<file path="src/rtl/logic_unit_pkg.sv">
// Shared opcode and state definitions for the logic-unit scheduler and its gate bank.
package logic_unit_pkg;

  localparam logic [1:0] OP_AND  = 2'b00;
  localparam logic [1:0] OP_OR   = 2'b01;
  localparam logic [1:0] OP_XOR  = 2'b10;
  localparam logic [1:0] OP_NAND = 2'b11;

  typedef enum logic [1:0] {
    ST_IDLE = 2'd0,
    ST_EXEC = 2'd1,
    ST_RESP = 2'd2
  } state_t;

endpackage

</file>
<file path="src/rtl/logic_gate_bank.sv">
// Combinational gate bank: one quad package of each gate type per 4-bit slice,
// followed by a 4:1 opcode-selected mux.
module logic_gate_bank
  import logic_unit_pkg::*;
#(
  parameter int WIDTH = 4
) (
  input  logic [1:0]       op,
  input  logic [WIDTH-1:0] a,
  input  logic [WIDTH-1:0] b,
  output logic [WIDTH-1:0] y
);
  // Operands are padded up to whole quad packages; extra bits are dropped at the output.
  localparam int NPKG = (WIDTH + 3) / 4;
  localparam int PADW = NPKG * 4;

  logic [PADW-1:0] a_pad;
  logic [PADW-1:0] b_pad;
  logic [PADW-1:0] and_y;
  logic [PADW-1:0] or_y;
  logic [PADW-1:0] xor_y;
  logic [PADW-1:0] nand_y;
  logic [PADW-1:0] mux_y;

  assign a_pad = PADW'(a);
  assign b_pad = PADW'(b);

  generate
    for (genvar gi = 0; gi < NPKG; gi++) begin : g_pkg
      ls7408 u_and  (.a(a_pad[gi*4 +: 4]), .b(b_pad[gi*4 +: 4]), .y(and_y[gi*4 +: 4]));
      ls7432 u_or   (.a(a_pad[gi*4 +: 4]), .b(b_pad[gi*4 +: 4]), .y(or_y[gi*4 +: 4]));
      ls7486 u_xor  (.a(a_pad[gi*4 +: 4]), .b(b_pad[gi*4 +: 4]), .y(xor_y[gi*4 +: 4]));
      ls7400 u_nand (.a(a_pad[gi*4 +: 4]), .b(b_pad[gi*4 +: 4]), .y(nand_y[gi*4 +: 4]));
    end
  endgenerate

  always_comb begin
    mux_y = and_y;
    case (op)
      OP_AND:  mux_y = and_y;
      OP_OR:   mux_y = or_y;
      OP_XOR:  mux_y = xor_y;
      OP_NAND: mux_y = nand_y;
      default: mux_y = and_y;
    endcase
  end

  assign y = mux_y[WIDTH-1:0];

endmodule

</file>
<file path="src/rtl/ls7400.sv">
// Quad 2-input NAND gate package model.
module ls7400 (
  input  logic [3:0] a,
  input  logic [3:0] b,
  output logic [3:0] y
);
  assign y = ~(a & b);
endmodule

</file>
<file path="src/rtl/ls7408.sv">
// Quad 2-input AND gate package model.
module ls7408 (
  input  logic [3:0] a,
  input  logic [3:0] b,
  output logic [3:0] y
);
  assign y = a & b;
endmodule

</file>
<file path="src/rtl/ls7432.sv">
// Quad 2-input OR gate package model.
module ls7432 (
  input  logic [3:0] a,
  input  logic [3:0] b,
  output logic [3:0] y
);
  assign y = a | b;
endmodule

</file>
<file path="src/rtl/ls7486.sv">
// Quad 2-input XOR gate package model.
module ls7486 (
  input  logic [3:0] a,
  input  logic [3:0] b,
  output logic [3:0] y
);
  assign y = a ^ b;
endmodule

</file>
<file path="src/rtl/logic_unit_sched.sv">
// Round-robin scheduler sharing one gate bank among NREQ requesters.
// Each transaction takes three cycles: IDLE (arbitrate), EXEC (evaluate), RESP (done).
module logic_unit_sched
  import logic_unit_pkg::*;
#(
  parameter int NREQ  = 4,
  parameter int WIDTH = 4,
  parameter int IDW   = 2
) (
  input  logic                  clk,
  input  logic                  rst,
  input  logic [NREQ-1:0]       req,
  input  logic [2*NREQ-1:0]     op,
  input  logic [WIDTH*NREQ-1:0] a,
  input  logic [WIDTH*NREQ-1:0] b,
  output logic [NREQ-1:0]       gnt,
  output logic                  busy,
  output logic                  done,
  output logic [IDW-1:0]        done_id,
  output logic [WIDTH-1:0]      result
);

  // Returns {found, index} of the first set request scanning upward from ptr.
  function automatic logic [IDW:0] rr_pick(input logic [NREQ-1:0] r,
                                           input logic [IDW-1:0]  ptr);
    logic [IDW:0] res;
    int           idx;
    res = '0;
    for (int k = NREQ - 1; k >= 0; k--) begin
      idx = (int'(ptr) + k) % NREQ;
      if (r[idx]) res = {1'b1, IDW'(idx)};
    end
    return res;
  endfunction

  state_t           state_reg;
  logic [IDW-1:0]   rr_ptr_reg;
  logic [IDW-1:0]   cur_id_reg;
  logic [NREQ-1:0]  gnt_reg;
  logic             done_reg;
  logic [IDW-1:0]   done_id_reg;
  logic [WIDTH-1:0] result_reg;
  logic [1:0]       op_reg;
  logic [WIDTH-1:0] a_reg;
  logic [WIDTH-1:0] b_reg;

  logic [IDW:0]     pick;
  logic             win_valid;
  logic [IDW-1:0]   win_idx;
  logic [1:0]       win_op;
  logic [WIDTH-1:0] win_a;
  logic [WIDTH-1:0] win_b;
  logic [WIDTH-1:0] bank_y;

  always_comb begin
    pick      = rr_pick(req, rr_ptr_reg);
    win_valid = pick[IDW];
    win_idx   = pick[IDW-1:0];
    win_op    = op[2*win_idx +: 2];
    win_a     = a[win_idx*WIDTH +: WIDTH];
    win_b     = b[win_idx*WIDTH +: WIDTH];
  end

  logic_gate_bank #(.WIDTH(WIDTH)) u_bank (
    .op (op_reg),
    .a  (a_reg),
    .b  (b_reg),
    .y  (bank_y)
  );

  always_ff @(posedge clk) begin
    if (rst) begin
      state_reg   <= ST_IDLE;
      rr_ptr_reg  <= '0;
      cur_id_reg  <= '0;
      gnt_reg     <= '0;
      done_reg    <= 1'b0;
      done_id_reg <= '0;
      result_reg  <= '0;
      op_reg      <= '0;
      a_reg       <= '0;
      b_reg       <= '0;
    end else begin
      case (state_reg)
        ST_IDLE: begin
          done_reg <= 1'b0;
          if (win_valid) begin
            gnt_reg    <= NREQ'(1) << win_idx;
            cur_id_reg <= win_idx;
            op_reg     <= win_op;
            a_reg      <= win_a;
            b_reg      <= win_b;
            state_reg  <= ST_EXEC;
          end
        end
        ST_EXEC: begin
          result_reg  <= bank_y;
          done_id_reg <= cur_id_reg;
          done_reg    <= 1'b1;
          state_reg   <= ST_RESP;
        end
        ST_RESP: begin
          // The served requester becomes lowest priority for the next pick.
          gnt_reg    <= '0;
          done_reg   <= 1'b0;
          rr_ptr_reg <= IDW'((int'(cur_id_reg) + 1) % NREQ);
          state_reg  <= ST_IDLE;
        end
        default: begin
          state_reg <= ST_IDLE;
        end
      endcase
    end
  end

  assign gnt     = gnt_reg;
  assign busy    = (state_reg != ST_IDLE);
  assign done    = done_reg;
  assign done_id = done_id_reg;
  assign result  = result_reg;

endmodule

</file>
<file path="config.mk">
export PLATFORM = sky130hd
export DESIGN_NAME = logic_unit_sched
export DESIGN_NICKNAME = d
export VERILOG_FILES = /design/src/rtl/logic_unit_pkg.sv /design/src/rtl/logic_gate_bank.sv /design/src/rtl/ls7400.sv /design/src/rtl/ls7408.sv /design/src/rtl/ls7432.sv /design/src/rtl/ls7486.sv /design/src/rtl/logic_unit_sched.sv
export SDC_FILE = /design/constraint.sdc
export NUM_CORES = 1
export LEC_CHECK = 0
export CORE_MARGIN = 2
export CORE_UTILIZATION = 40
export DETAILED_ROUTE_END_ITERATION = 8
export GPL_ROUTABILITY_DRIVEN = 0
export PLACE_DENSITY = 0.83
export SLEW_MARGIN = 20
export SYNTH_ARGS = -nofsm -noshare
export SYNTH_HDL_FRONTEND = slang
export SYNTH_SLANG_ARGS = --single-unit
export TNS_END_PERCENT = 5
</file>
<file path="constraint.sdc">
create_clock -name clk -period 3.58 [get_ports clk]
set_input_delay 0.358 -clock clk [delete_from_list [all_inputs] [get_ports clk]]
set_output_delay 0.358 -clock clk [all_outputs]
set_load 0.02 [all_outputs]
</file>
==> impl_metrics.json <==
{
  "status": "complete, no violations",
  "yosysWarningCount": 0,
  "finalCritPeriodShare_pct": 52.5,
  "synth_area_leaders": "dfxtp_1, mux2i_1, ha_1",
  "cts_sinks": 27,
  "die_area_sq_mm": 0.00452,
  "cts_resized": 0,
  "critPathRequiredTime_ps": 3720,
  "ys_types": 33,
  "dp_hpwl_mm": 2.48,
  "postCtsHoldBufs": 0,
  "crit_fanout": 25,
  "core-area_sq_mm": 0.00374,
  "die_h_um": 67.2,
  "rsz0062_at_grt": "false",
  "hold_depth": 2,
  "p_seq_share_pct": 46.1,
  "pwr-share-comb_pct": 32.0,
  "routed_wl_mm": 3.40,
  "report.final.slew_viol_count": 0,
  "grt_max_degree": 28,
  "synth_seq_cells": 27,
  "async_flop_share_pct": 0,
  "drt_iter0_markers": 44,
  "hp-class": "flop to flop",
  "tritoncts": "done",
  "drt_pass1_iterations": 5,
  "r2r_cells": 6,
  "critPathArrivalTime_ps": 2020,
  "rows": 22,
  "fin_crit_ps": 1880,
  "start_util_pct": 42.7,
  "relSlewSlack_pct": 65.4,
  "num_antenna_cells": 0,
  "synth.net_count": 226,
  "worstMarginPinSlew_ps": 518,
  "netlist_top_cells_count": "dfxtp_1, mux2i_1, nor2_1",
  "grtUsageTotal_pct": 17.0,
  "maxCapViolCount": 0,
  "pre_cts_slack_ps": 1400,
  "worst_r2r_startpoint": "rr_ptr_reg[1]",
  "grt-ovfl-total": 0,
  "io_buffers": 57,
  "synth-edff-count": 0,
  "ys_seq_area_share_pct": 33.8,
  "use_met3_pct": 2.17,
  "netlist_area_sq_mm": 0.00160,
  "post_drt_wl_per_cell_um": 12.5,
  "syn_inst": 172,
  "hold-path-endpoint": "gnt[3]",
  "drive_gt1_share_pct": 4.91,
  "cts_htree_levels": 1,
  "power.internal_mw": 0.546,
  "min_from": "gnt[3]",
  "synth_top_area_share_pct": 33.8,
  "ios": 58,
  "worst_slack_ps": 1700,
  "p_per_area_mw_per_mm2": 354,
  "r2r_slack_ps": 1850,
  "setup_tns_ps": 0,
  "ir_drop_mv": 0.146,
  "antenna_found_initial": 0,
  "grt_pass1_wl_mm": 5.93,
  "cp-start-kind": "input pin",
  "reg2reg_to": "op_reg[0]",
  "layout.nets": 279,
  "setup.worst_path.class": "input pin to flop",
  "yosys_most_used_dff": "dfxtp_1",
  "yosysMostFrequentCell": "dfxtp_1",
  "drc": 0,
  "grt_pass1_vias": 1351,
  "fin_skew_ps": 1.47,
  "grt_use_met2_pct": 31.3,
  "drtAntennaViolNets": 0,
  "hold_viol": 0,
  "switching_share_pct": 29.9,
  "clockBufferDepth": 2,
  "die_x_um": 67.2,
  "grtUsageMet1_pct": 21.0,
  "busiest_layer": "met2",
  "numCtsBuffers": 3,
  "fmax_ghz": 0.532,
  "clk_pin_slew_ps": 90,
  "p_leak_nw": 0.822,
  "yosys.area.top_type": "dfxtp_1",
  "area_delta_synth_final_pct": 37.9,
  "power.switching_mw": 0.233,
  "vias": 1394,
  "cts_root_buf": "clkbuf_8",
  "routed_via_density": 5.13,
  "final-setup-viol-count": 0,
  "worst_setup_path_end_kind": "flop",
  "p_clk_share_pct": 21.9,
  "syn-mean-instance-area_sq_um": 9.29,
  "insertion_delay_ps": 270,
  "cts_setup_buffers": 0
}
-- layer usage --
layer	vias up	part of all wire (%)
li1	724	-
met1	637	44
met2	33	53
met3	0	3.4
met4	0	0
met5	-	0
-- per-stage QoR --
step / total power, mW / util, % / instance area, sq um / instances / hold slack, ps
after global routing: 0.828 / 58.9 / 2200 / 272 / 498
after floorplan: 0.525 / - / 1600 / 172 / 437
after global placement: 0.608 / 57.7 / 2160 / 268 / 464
after detailed placement: 0.614 / 57.7 / 2160 / 268 / 464
final: 0.779 / 58.9 / 2200 / 272 / 473
after CTS: 0.785 / 58.9 / 2200 / 272 / 478
-- area by class of cell --
| cell class | instances | area [sq um] |
|---|---|---|
| tap | 48 | 60.1 |
| multi-input combinational | 122 | 927 |
| clock buffer | 4 | 45.0 |
| inverter | 12 | 45.0 |
| sequential | 27 | 541 |
| fill | 338 | 1540 |
| timing repair buffer | 59 | 586 |
-- worst max-delay path, cell delays in order --
cell and delay (ps):
clkdlybuf4s50_1 440, a21o_1 180, a21oi_1 130, o22a_1 140, buf_4 330, mux2i_1 280
o221ai_1 150
-- power groups by stage --
| stage | Sequential (mW) | Clock, mW | Combinational [mW] |
|---|---|---|---|
| after global placement | 0.365 | 0 | 0.243 |
| final | 0.359 | 0.171 | 0.249 |
| after detailed placement | 0.367 | 0 | 0.247 |
| after CTS | 0.360 | 0.174 | 0.251 |
| after floorplan | 0.366 | 0 | 0.159 |
| after global routing | 0.366 | 0.183 | 0.279 |
-- cells by family (layout without fill, tap and decap cells) --
| group | Yosys count | after routing | synth area share [%] |
|---|---|---|---|
| flip-flops | 27 | 27 | 33.8 |
| XOR/XNOR | 1 | 1 | 0.548 |
| buffers and inverters | 23 | 75 | 8.14 |
| adder cells (fa/ha/maj) | 8 | 8 | 6.26 |
| AND/OR/NAND/NOR | 49 | 49 | 17.2 |
| AO/OA/AOI/OAI | 38 | 38 | 17.7 |
| multiplexers | 26 | 26 | 16.3 |
-- layout by cell type (no fill, tap or decap), drive strengths merged, types with 8 or more instances in the layout --
master         Yosys  layout
mux2i             26      26
ha                 8       8
nor2              20      20
a21oi             14      14
a211oi             9       9
nand3b            12      12
o221ai            10      10
inv               12      12
clkdlybuf4s50      0      57
dfxtp             27      27
-- how the worst max path moves through the flow --
stage               startpoint        end  cells after the start
global route            req[0]  op_reg[0]                      7
detailed placement      req[0]  op_reg[0]                      7
finish                  req[0]  op_reg[0]                      7
floorplan               req[0]   a_reg[0]                      7
global placement        req[0]  op_reg[0]                      7
CTS                     req[0]  op_reg[0]                      7
Note: power is estimated with default switching activity, not from simulation.
